[src/rtl/com_frame_scheduler.sv]
// Frame-level scheduler for the center_of_mass datapath: frame alignment, decimation, tabulate/result handshake.
// Optional build macro COM_SMOOTH_EN: accepted results are averaged into x_out/y_out instead of loaded directly.
module com_frame_scheduler #(
    parameter int H_ACTIVE   = 1280,
    parameter int V_ACTIVE   = 720,
    parameter int DS_SHIFT   = 2,
    parameter int MIN_PIXELS = 64,
    parameter int TIMEOUT    = 4096
) (
    input  logic                  clk_in,
    input  logic                  rst_in,
    input  logic                  enable_in,
    input  logic                  pix_valid_in,
    input  logic [10:0]           hcount_in,
    input  logic [9:0]            vcount_in,
    input  logic                  mask_in,
    input  logic [10:0]           com_x_in,
    input  logic [9:0]            com_y_in,
    input  logic                  com_valid_in,
    output logic                  ds_valid_out,
    output logic [10-DS_SHIFT:0]  ds_x_out,
    output logic [9-DS_SHIFT:0]   ds_y_out,
    output logic                  tabulate_out,
    output logic [10:0]           x_out,
    output logic [9:0]            y_out,
    output logic                  result_valid_out,
    output logic                  locked_out,
    output logic [7:0]            frame_count_out,
    output logic                  timeout_err_out
);

    // state  | meaning
    // IDLE   | disabled, outputs quiet
    // SYNC   | waiting for pixel (0,0)
    // ACCUM  | decimating and counting masked pixels of the frame
    // TAB    | frame complete, tabulate pulse is being registered
    // WAIT   | waiting for the COM strobe or the timeout
    typedef enum logic [2:0] {S_IDLE, S_SYNC, S_ACCUM, S_TAB, S_WAIT} state_t;

    localparam int TW = $clog2(TIMEOUT);

    state_t         state, state_nxt;
    logic [19:0]    mask_cnt, mask_cnt_nxt, mask_inc;
    logic [TW-1:0]  tmo_cnt, tmo_cnt_nxt;

    logic                 ds_valid_nxt, tab_nxt, rv_nxt, locked_nxt, terr_nxt;
    logic [10-DS_SHIFT:0] ds_x_nxt;
    logic [9-DS_SHIFT:0]  ds_y_nxt;
    logic [10:0]          x_nxt, x_load;
    logic [9:0]           y_nxt, y_load;
    logic [7:0]           fc_nxt;
    logic                 start, last, on_grid, hit;

    assign start   = pix_valid_in && hcount_in == 11'd0 && vcount_in == 10'd0;
    assign last    = pix_valid_in && hcount_in == 11'(H_ACTIVE - 1) && vcount_in == 10'(V_ACTIVE - 1);
    assign on_grid = hcount_in[DS_SHIFT-1:0] == '0 && vcount_in[DS_SHIFT-1:0] == '0;
    assign hit     = pix_valid_in && mask_in && on_grid;
    assign mask_inc = (mask_cnt == '1) ? mask_cnt : mask_cnt + 20'd1;

`ifdef COM_SMOOTH_EN
    // One extra bit keeps the difference signed; the halved step is added back and truncated.
    logic signed [11:0] dx;
    logic signed [10:0] dy;
    assign dx     = $signed({1'b0, com_x_in}) - $signed({1'b0, x_out});
    assign dy     = $signed({1'b0, com_y_in}) - $signed({1'b0, y_out});
    assign x_load = locked_out ? 11'($signed({1'b0, x_out}) + (dx >>> 1)) : com_x_in;
    assign y_load = locked_out ? 10'($signed({1'b0, y_out}) + (dy >>> 1)) : com_y_in;
`else
    assign x_load = com_x_in;
    assign y_load = com_y_in;
`endif

    always_comb begin
        state_nxt    = state;
        mask_cnt_nxt = mask_cnt;
        tmo_cnt_nxt  = tmo_cnt;
        ds_valid_nxt = 1'b0;
        ds_x_nxt     = ds_x_out;
        ds_y_nxt     = ds_y_out;
        tab_nxt      = 1'b0;
        rv_nxt       = 1'b0;
        x_nxt        = x_out;
        y_nxt        = y_out;
        locked_nxt   = locked_out;
        fc_nxt       = frame_count_out;
        terr_nxt     = timeout_err_out;

        if (!enable_in) begin
            state_nxt    = S_IDLE;
            mask_cnt_nxt = '0;
            terr_nxt     = 1'b0;
        end else begin
            case (state)
                S_IDLE: state_nxt = S_SYNC;
                S_SYNC, S_ACCUM: begin
                    if (state == S_ACCUM || start) begin
                        state_nxt = S_ACCUM;
                        if (hit) begin
                            ds_valid_nxt = 1'b1;
                            ds_x_nxt     = hcount_in[10:DS_SHIFT];
                            ds_y_nxt     = vcount_in[9:DS_SHIFT];
                        end
                        // A start pixel (first or mid-frame restart) begins a fresh count.
                        if (start)
                            mask_cnt_nxt = hit ? 20'd1 : 20'd0;
                        else if (hit)
                            mask_cnt_nxt = mask_inc;
                        if (last)
                            state_nxt = S_TAB;
                    end
                end
                S_TAB: begin
                    tab_nxt     = 1'b1;
                    fc_nxt      = frame_count_out + 8'd1;
                    tmo_cnt_nxt = '0;
                    state_nxt   = S_WAIT;
                end
                S_WAIT: begin
                    if (com_valid_in) begin
                        if (mask_cnt >= 20'(MIN_PIXELS)) begin
                            x_nxt      = x_load;
                            y_nxt      = y_load;
                            rv_nxt     = 1'b1;
                            locked_nxt = 1'b1;
                        end else begin
                            locked_nxt = 1'b0;
                        end
                        mask_cnt_nxt = '0;
                        state_nxt    = S_SYNC;
                    end else if (tmo_cnt == TW'(TIMEOUT - 1)) begin
                        terr_nxt     = 1'b1;
                        locked_nxt   = 1'b0;
                        mask_cnt_nxt = '0;
                        state_nxt    = S_SYNC;
                    end else begin
                        tmo_cnt_nxt = tmo_cnt + 1'b1;
                    end
                end
                default: state_nxt = S_IDLE;
            endcase
        end
    end

    always_ff @(posedge clk_in or negedge rst_in) begin
        if (!rst_in) begin
            state            <= S_IDLE;
            mask_cnt         <= '0;
            tmo_cnt          <= '0;
            ds_valid_out     <= 1'b0;
            ds_x_out         <= '0;
            ds_y_out         <= '0;
            tabulate_out     <= 1'b0;
            x_out            <= '0;
            y_out            <= '0;
            result_valid_out <= 1'b0;
            locked_out       <= 1'b0;
            frame_count_out  <= '0;
            timeout_err_out  <= 1'b0;
        end else begin
            state            <= state_nxt;
            mask_cnt         <= mask_cnt_nxt;
            tmo_cnt          <= tmo_cnt_nxt;
            ds_valid_out     <= ds_valid_nxt;
            ds_x_out         <= ds_x_nxt;
            ds_y_out         <= ds_y_nxt;
            tabulate_out     <= tab_nxt;
            x_out            <= x_nxt;
            y_out            <= y_nxt;
            result_valid_out <= rv_nxt;
            locked_out       <= locked_nxt;
            frame_count_out  <= fc_nxt;
            timeout_err_out  <= terr_nxt;
        end
    end

endmodule
[config.mk]
export PLATFORM = sky130hd
export DESIGN_NAME = com_frame_scheduler
export DESIGN_NICKNAME = d
export VERILOG_FILES = /design/src/rtl/com_frame_scheduler.sv
export SDC_FILE = /design/constraint.sdc
export NUM_CORES = 1
export LEC_CHECK = 0
export BUFFER_PORTS_ARGS = -buffer_cell sky130_fd_sc_hd__buf_4
export CORE_MARGIN = 8
export CORE_UTILIZATION = 49
export DETAILED_ROUTE_END_ITERATION = 12
export GPL_ROUTABILITY_DRIVEN = 0
export GPL_TIMING_DRIVEN = 0
export PLACE_DENSITY = 0.88
export SLEW_MARGIN = 10
export SYNTH_ARGS = -nofsm -noshare
export SYNTH_HDL_FRONTEND = slang
export SYNTH_SLANG_ARGS = --single-unit
[constraint.sdc]
create_clock -name clk_in -period 2.5 [get_ports clk_in]
set_input_delay 0.125 -clock clk_in [delete_from_list [all_inputs] [get_ports clk_in]]
set_output_delay 0.125 -clock clk_in [all_outputs]
set_load 0.02 [all_outputs]
==> flow_summary.ini, run 1 <==
[logic_synthesis]
ys_warn_count = 0
syn_avg_cell_area_um2 = 11.2
synthesis.nets = 429
yosysSeqAreaShare_pct = 51.1
ys.flop_type = dfrtp_1
synth_cells = 377
synthArstFlopShare_pct = 100
synth_edf_count = 0
synth_cell_types = 52
syn_area_um2 = 4210
synth.ff_latch_count = 86

[grt]
grt-ovfl-total = 0
grt_pass1_wl_um = 20000
grt_pass1_vias = 3934
grt_max_degree = 87
antenna_found_initial = 0
grt_use_total_pct = 21.4

[drt]
drc_errors = 0
drt_pre_antenna_iters = 5
vias = 3803
antenna_left = 0
routed_wl_um = 12700
first_iter_violations = 398
avgRoutedWirePerCell_um = 20.6
via_per_inst = 6.15

[place]
place_ws_ps = -684
detailed_place.area_um2 = 5080
place_inst = 583
port_buffers = 98
place_hpwl_um = 8150

[cells_and_area]
fin_area_um2 = 5560
layout.cells.non_filler = 618
multi_input_area_um2 = 2010
regArea_um2 = 2150
fin_nets = 557
diodes = 0
syn_to_final_growth_pct = 32.1
drive_above_1_share_pct = 34.5
fill_cells = 576

[timing]
fin_ws_ps = 83.0
fin_skew_ps = 17.3
fmax_mhz = 414
final_hold_viol_count = 53
worstMarginPinSlew_ps = 1080
relSlewSlack_pct = 27.8
period_share_pct = 96.7
final_max_slew_viol_count = 0
min_period_ps = 2420
hold_ws_ps = -58.0
setup-violations-final = 0

[hold_path]
hp-class = in -> async

[floorplanning]
num_rows = 34
die_width_um = 109
start_util_pct = 49.5
fp.coreArea_um2 = 8510
die_area_um2 = 11800
die_y_um = 109
ios = 99

[worst_setup_path]
cp_cell_sequence = nand2b_1 -> nor3_1 -> o311ai_4 -> buf_4 -> a22o_1 -> a22o_1
ff2ff_path_depth = 6
r2r_setup_slack_ps = 80
r2r-start = state[0]$_DFFE_PN0P_
path_depth = 6
r2r-end = mask_cnt[7]$_DFFE_PN0P_
worst_path_largest_cell_delay_ps = 700
path_buf_inv = 1
cp_common_cell = a22o_1
cpLargestDelayFamily = simple AND/OR/NAND/NOR gates
critPathArrivalTime_ps = 2670
critPathLaunchType = register
crit_type = reg -> reg
worstPathRequired_ps = 2750
cp_slowest_cell = nor3_1
crit_path_start = state[0]$_DFFE_PN0P_
crit_fanout = 8
worstSetupEndpointType = register

[outcome]
violations = negative hold slack
outcome = finished, violations left

[cts]
clk_latency_ps = 370
path_clk_slew_ps = 110
clock_path_buffers = 2
cts_tree = built
htree_num_levels = 3
clkSinkCount = 86
cts_made_buffers = 9
clockRootBuffer = clkbuf_8

[power_and_ir_drop]
ir_drop_mv = 0.353
p_leak_nw = 2.76
power.density_nw_per_um2 = 496

[run]
cap_violations = 0
[repair_timing]
item	CTS	global route
pin swaps	1	2
hold endpoints to repair	15	0
setup endpoints to repair	43	35
resized for setup	5	11
setup buffers	1	4
hold buffers	15	0
[flip-flops by register name, summed over array words and instances, names as in the netlist]
register          cells
result_valid_out      1
locked_out            1
tmo_cnt              12
state                 3
timeout_err_out       1
frame_count_out       8
ds_x_out              9
ds_valid_out          1
x_out                11
ds_y_out              8
tabulate_out          1
y_out                10
mask_cnt             20
[layout make-up]
type	count	share of cell area, %
Timing Repair Buffer	118	16.6
Tap cell	108	2.43
Inverter	8	0.540
Sequential cell	86	38.7
Multi-Input combinational cell	271	36.3
Clock inverter	7	1.85
Clock buffer	9	2.23
Buffer	11	1.35
[how the worst max path moves through the flow]
stage / end / slack (ps)
detailed placement: mask_cnt[1]$_DFFE_PN0P_ / -680
global placement: mask_cnt[1]$_DFFE_PN0P_ / -580
CTS: mask_cnt[1]$_DFFE_PN0P_ / -3
global route: tmo_cnt[6]$_DFFE_PN0P_ / -20
floorplan: mask_cnt[1]$_DFFE_PN0P_ / 50
finish: mask_cnt[7]$_DFFE_PN0P_ / 80
[cells in the mapped netlist (2+ instances only)]
master	count	share of area [%]
buf_1	2	0.18
inv_1	8	0.71
xor2_1	7	1.5
or4_1	6	1.1
and2_1	5	0.74
xnor2_1	6	1.2
mux2_4	9	3.2
nand2_1	25	2.2
a31o_2	2	0.42
and3_1	12	1.8
o21ai_0	13	1.5
nand3_1	23	2.7
a21o_1	6	1.1
a21oi_1	5	0.59
or3_1	3	0.45
clkbuf_1	7	0.62
o21a_1	4	0.71
o22a_1	7	1.5
o31ai_1	6	1.1
nor2_1	19	1.7
nor4_1	16	2.4
a22o_1	7	1.5
dfrtp_1	86	51
nor3_1	10	1.2
nand4_1	17	2.5
ha_1	4	1.2
and4_1	6	1.2
mux2_2	29	7.8
o31a_1	2	0.42
nand2b_1	3	0.45
[stage by stage]
step	util [%]	TNS, ps	hold slack (ps)	power (W)
floorplan	-	0	-171	0.00149
global placement	59.7	-9710	357	0.00160
detailed placement	59.7	-12300	362	0.00161
CTS	64.5	-2.62	0.169	0.00274
global route	65.3	-20.8	6.10	0.00282
finish	65.3	0	-58.0	0.00275
[layer usage]
metal  global-route usage, %  wire length [um]
met5                       0                 0
met4                    10.4               383
met3                    5.32              1080
met2                    36.5              6550
met1                    24.7              4720
[where the power goes]
part	switching, W	internal [W]	leakage (nW)
combinational	0.000106	0.0000937	1.45
sequential	0.0000138	0.00140	1.19
clock	0.000560	0.000580	0.117
[cell usage in the layout (no fill, tap or decap), types with 4 or more instances in the layout]
cell type and n:
or4_1 6, ha_1 4, nor4_1 16, inv_1 8, nand4_1 17, a21oi_1 5, xor2_1 7, dfrtp_1 86
and3_1 12, o21a_1 4, o22a_1 7, a22o_1 7, nand2_1 25, and2_1 5, o31ai_1 5, a21o_1 6
mux2_2 29, and4_1 6, clkbuf_8 9, xnor2_1 6, nor2_1 18, nor3_1 10, o21ai_0 13, mux2_4 9
nand3_1 23, buf_4 103, dlygate4sd3_1 15
[cell families after synthesis]
logic type	Yosys count	synth area share (%)
and+or+nand+nor	149	19.4
DFF	86	51.1
AOI/OAI and AO/OA	66	11.9
muxes	39	11.2
buffers and inverters	20	2.38
xor gates and xnor gates	13	2.71
adders and majority gates	4	1.19
[worst register-to-register path, cell delays in order (launching register included)]
cell and delay (ps):
dfrtp_1 440, nand2b_1 260, nor3_1 700, o311ai_4 230
buf_4 230, a22o_1 220, a22o_1 230
Note: power is estimated with default switching activity, not from simulation.
==> run 2, diff against run 1 <==
CORE_ASPECT_RATIO = 1.4   (was default)
==> run 2 against run 1 <==
Net effect:
- the flow still finishes with violations (negative hold slack)
- flip-flop and latch count unchanged
- sequential share of layout area up 0.41 points
- clock-buffer cell count up 1
- largest power group is now the clock network
==> flow_summary.ini, run 2 (synthesis gave the netlist of run 1 again) <==
[outcome]
outcome = finished, violations left
violations = negative hold slack

[drt]
via_per_inst = 6.13
avgRoutedWirePerCell_um = 19.6
routed_wl_um = 11700
drc_errors = 0
first_iter_violations = 244
vias = 3668
drt_pre_antenna_iters = 5
antenna_left = 0

[floorplanning]
die_y_um = 126
die_width_um = 94.3
die_area_um2 = 11900
fp.coreArea_um2 = 8460
ios = 99
start_util_pct = 49.7
num_rows = 40

[timing]
worstMarginPinSlew_ps = 1050
fmax_mhz = 415
final_hold_viol_count = 41
period_share_pct = 96.5
final_max_slew_viol_count = 0
fin_skew_ps = 7.36
relSlewSlack_pct = 30.0
min_period_ps = 2410
setup-violations-final = 0
hold_ws_ps = -44.9

[grt]
grt_pass1_vias = 3806
antenna_found_initial = 0
grt_use_total_pct = 20.3
grt_pass1_wl_um = 19200
grt-ovfl-total = 0
grt_max_degree = 87

[worst_setup_path]
crit_fanout = 10
ff2ff_path_depth = 7
crit_type = reg -> reg
worstPathRequired_ps = 2730
critPathLaunchType = register
critPathArrivalTime_ps = 2640
worstSetupEndpointType = register
crit_path_start = mask_cnt[0]$_DFFE_PN0P_
r2r-start = mask_cnt[0]$_DFFE_PN0P_

[place]
place_inst = 580
detailed_place.area_um2 = 5070
port_buffers = 98
place_hpwl_um = 8050

[power_and_ir_drop]
p_leak_nw = 2.74
total_power_w = 0.00316
power.density_nw_per_um2 = 574
ir_drop_mv = 0.419

[cts]
clockRootBuffer = clkbuf_16
hold_buffers = 0
clkSinkCount = 86
cts_made_buffers = 9
clk_latency_ps = 340
clock_path_buffers = 2
cts_tree = built
htree_num_levels = 3
path_clk_slew_ps = 70

[cells_and_area]
layout_common_cells = buf_4 (101), dfrtp_1 (86), mux2_2 (29)
layout.cells.non_filler = 598
drive_above_1_share_pct = 35.1
top_regs = mask_cnt (20), tmo_cnt (12), x_out (11)
top_register = mask_cnt
fin_nets = 540
largest_reg_flops = 20
diodes = 0
final_common_cell = buf_4
fin_area_um2 = 5500
syn_to_final_growth_pct = 30.7

[hold_path]
hp-class = in -> async

[run]
cap_violations = 0
-- run 2: cell types whose count changed in the layout (fill, tap and decap cells not counted), sizes merged --
| cell | delta |
|---|---|
| dlygate4sd3 | -15 |
| clkbuf | +1 |
| inv | -2 |
| clkinvlp | +1 |
| bufinv | +1 |
| buf | -2 |
| clkinv | -1 |
-- run 2: worst max-delay path, cell delays in order (launching register included) --
cell and delay [ps]:
dfrtp_1 430, ha_1 240, nand3_1 170, or3_1 510
o31ai_2 370, clkbuf_4 290, nor3_1 80, o22a_1 220
-- run 2: final cells by class --
| cell class | count | area [um^2] |
|---|---|---|
| timing repair buffer | 101 | 758 |
| multi-input combinational | 271 | 2010 |
| buffer | 11 | 75.1 |
| inverter | 8 | 30.0 |
| tap | 105 | 131 |
| sequential | 86 | 2150 |
| clock buffer | 10 | 229 |
| clock inverter | 6 | 118 |
| fill | 591 | 2960 |
-- run 2: metrics by stage --
step | util, % | setup TNS [ps] | worst slack, ps
floorplan | - | 0 | 50.7
CTS | 64.6 | 0 | 6.90
global placement | 60.0 | -8990 | -551
global route | 65.0 | -6.16 | -6.16
finish | 65.0 | 0 | 88.5
detailed placement | 60.0 | -10390 | -571
-- run 2: worst paths after layout --
kind                                                  end  slack [ps]
min in group clk_in                  x_out[3]$_DFFE_PN0P_          10
min                                ds_valid_out$_DFF_PN0_         -40
min reg2reg                frame_count_out[7]$_DFFE_PN0P_         480
max reg2reg                      mask_cnt[16]$_DFFE_PN0P_          90
max in group asynchronous        mask_cnt[18]$_DFFE_PN0P_        1850
max                              mask_cnt[16]$_DFFE_PN0P_          90
-- run 2: per-layer routing --
layer	share of wire, %	routed length (um)	global-route usage [%]	vias to the layer above
li1	-	-	-	1655
met1	37	4280	21.9	1825
met2	54	6330	35.3	158
met3	6.4	754	5.89	30
met4	2.9	334	8.62	0
met5	0	0	0	-
-- run 2: what timing repair did --
action / 4_1_cts / 5_1_grt
endpoints found under the setup margin: 44 / 27
buffers inserted: 1 / 2
pin swaps: 1 / 2
resized for setup: 7 / 7
cloned: 0 / 0
endpoints found under the hold margin: 0 / 0
-- run 2: report_power, final --
group	total (W)	internal, W	switching (W)
clock network	0.00157	0.000988	0.000584
registers	0.00142	0.00140	0.0000137
logic	0.000170	0.0000760	0.0000938
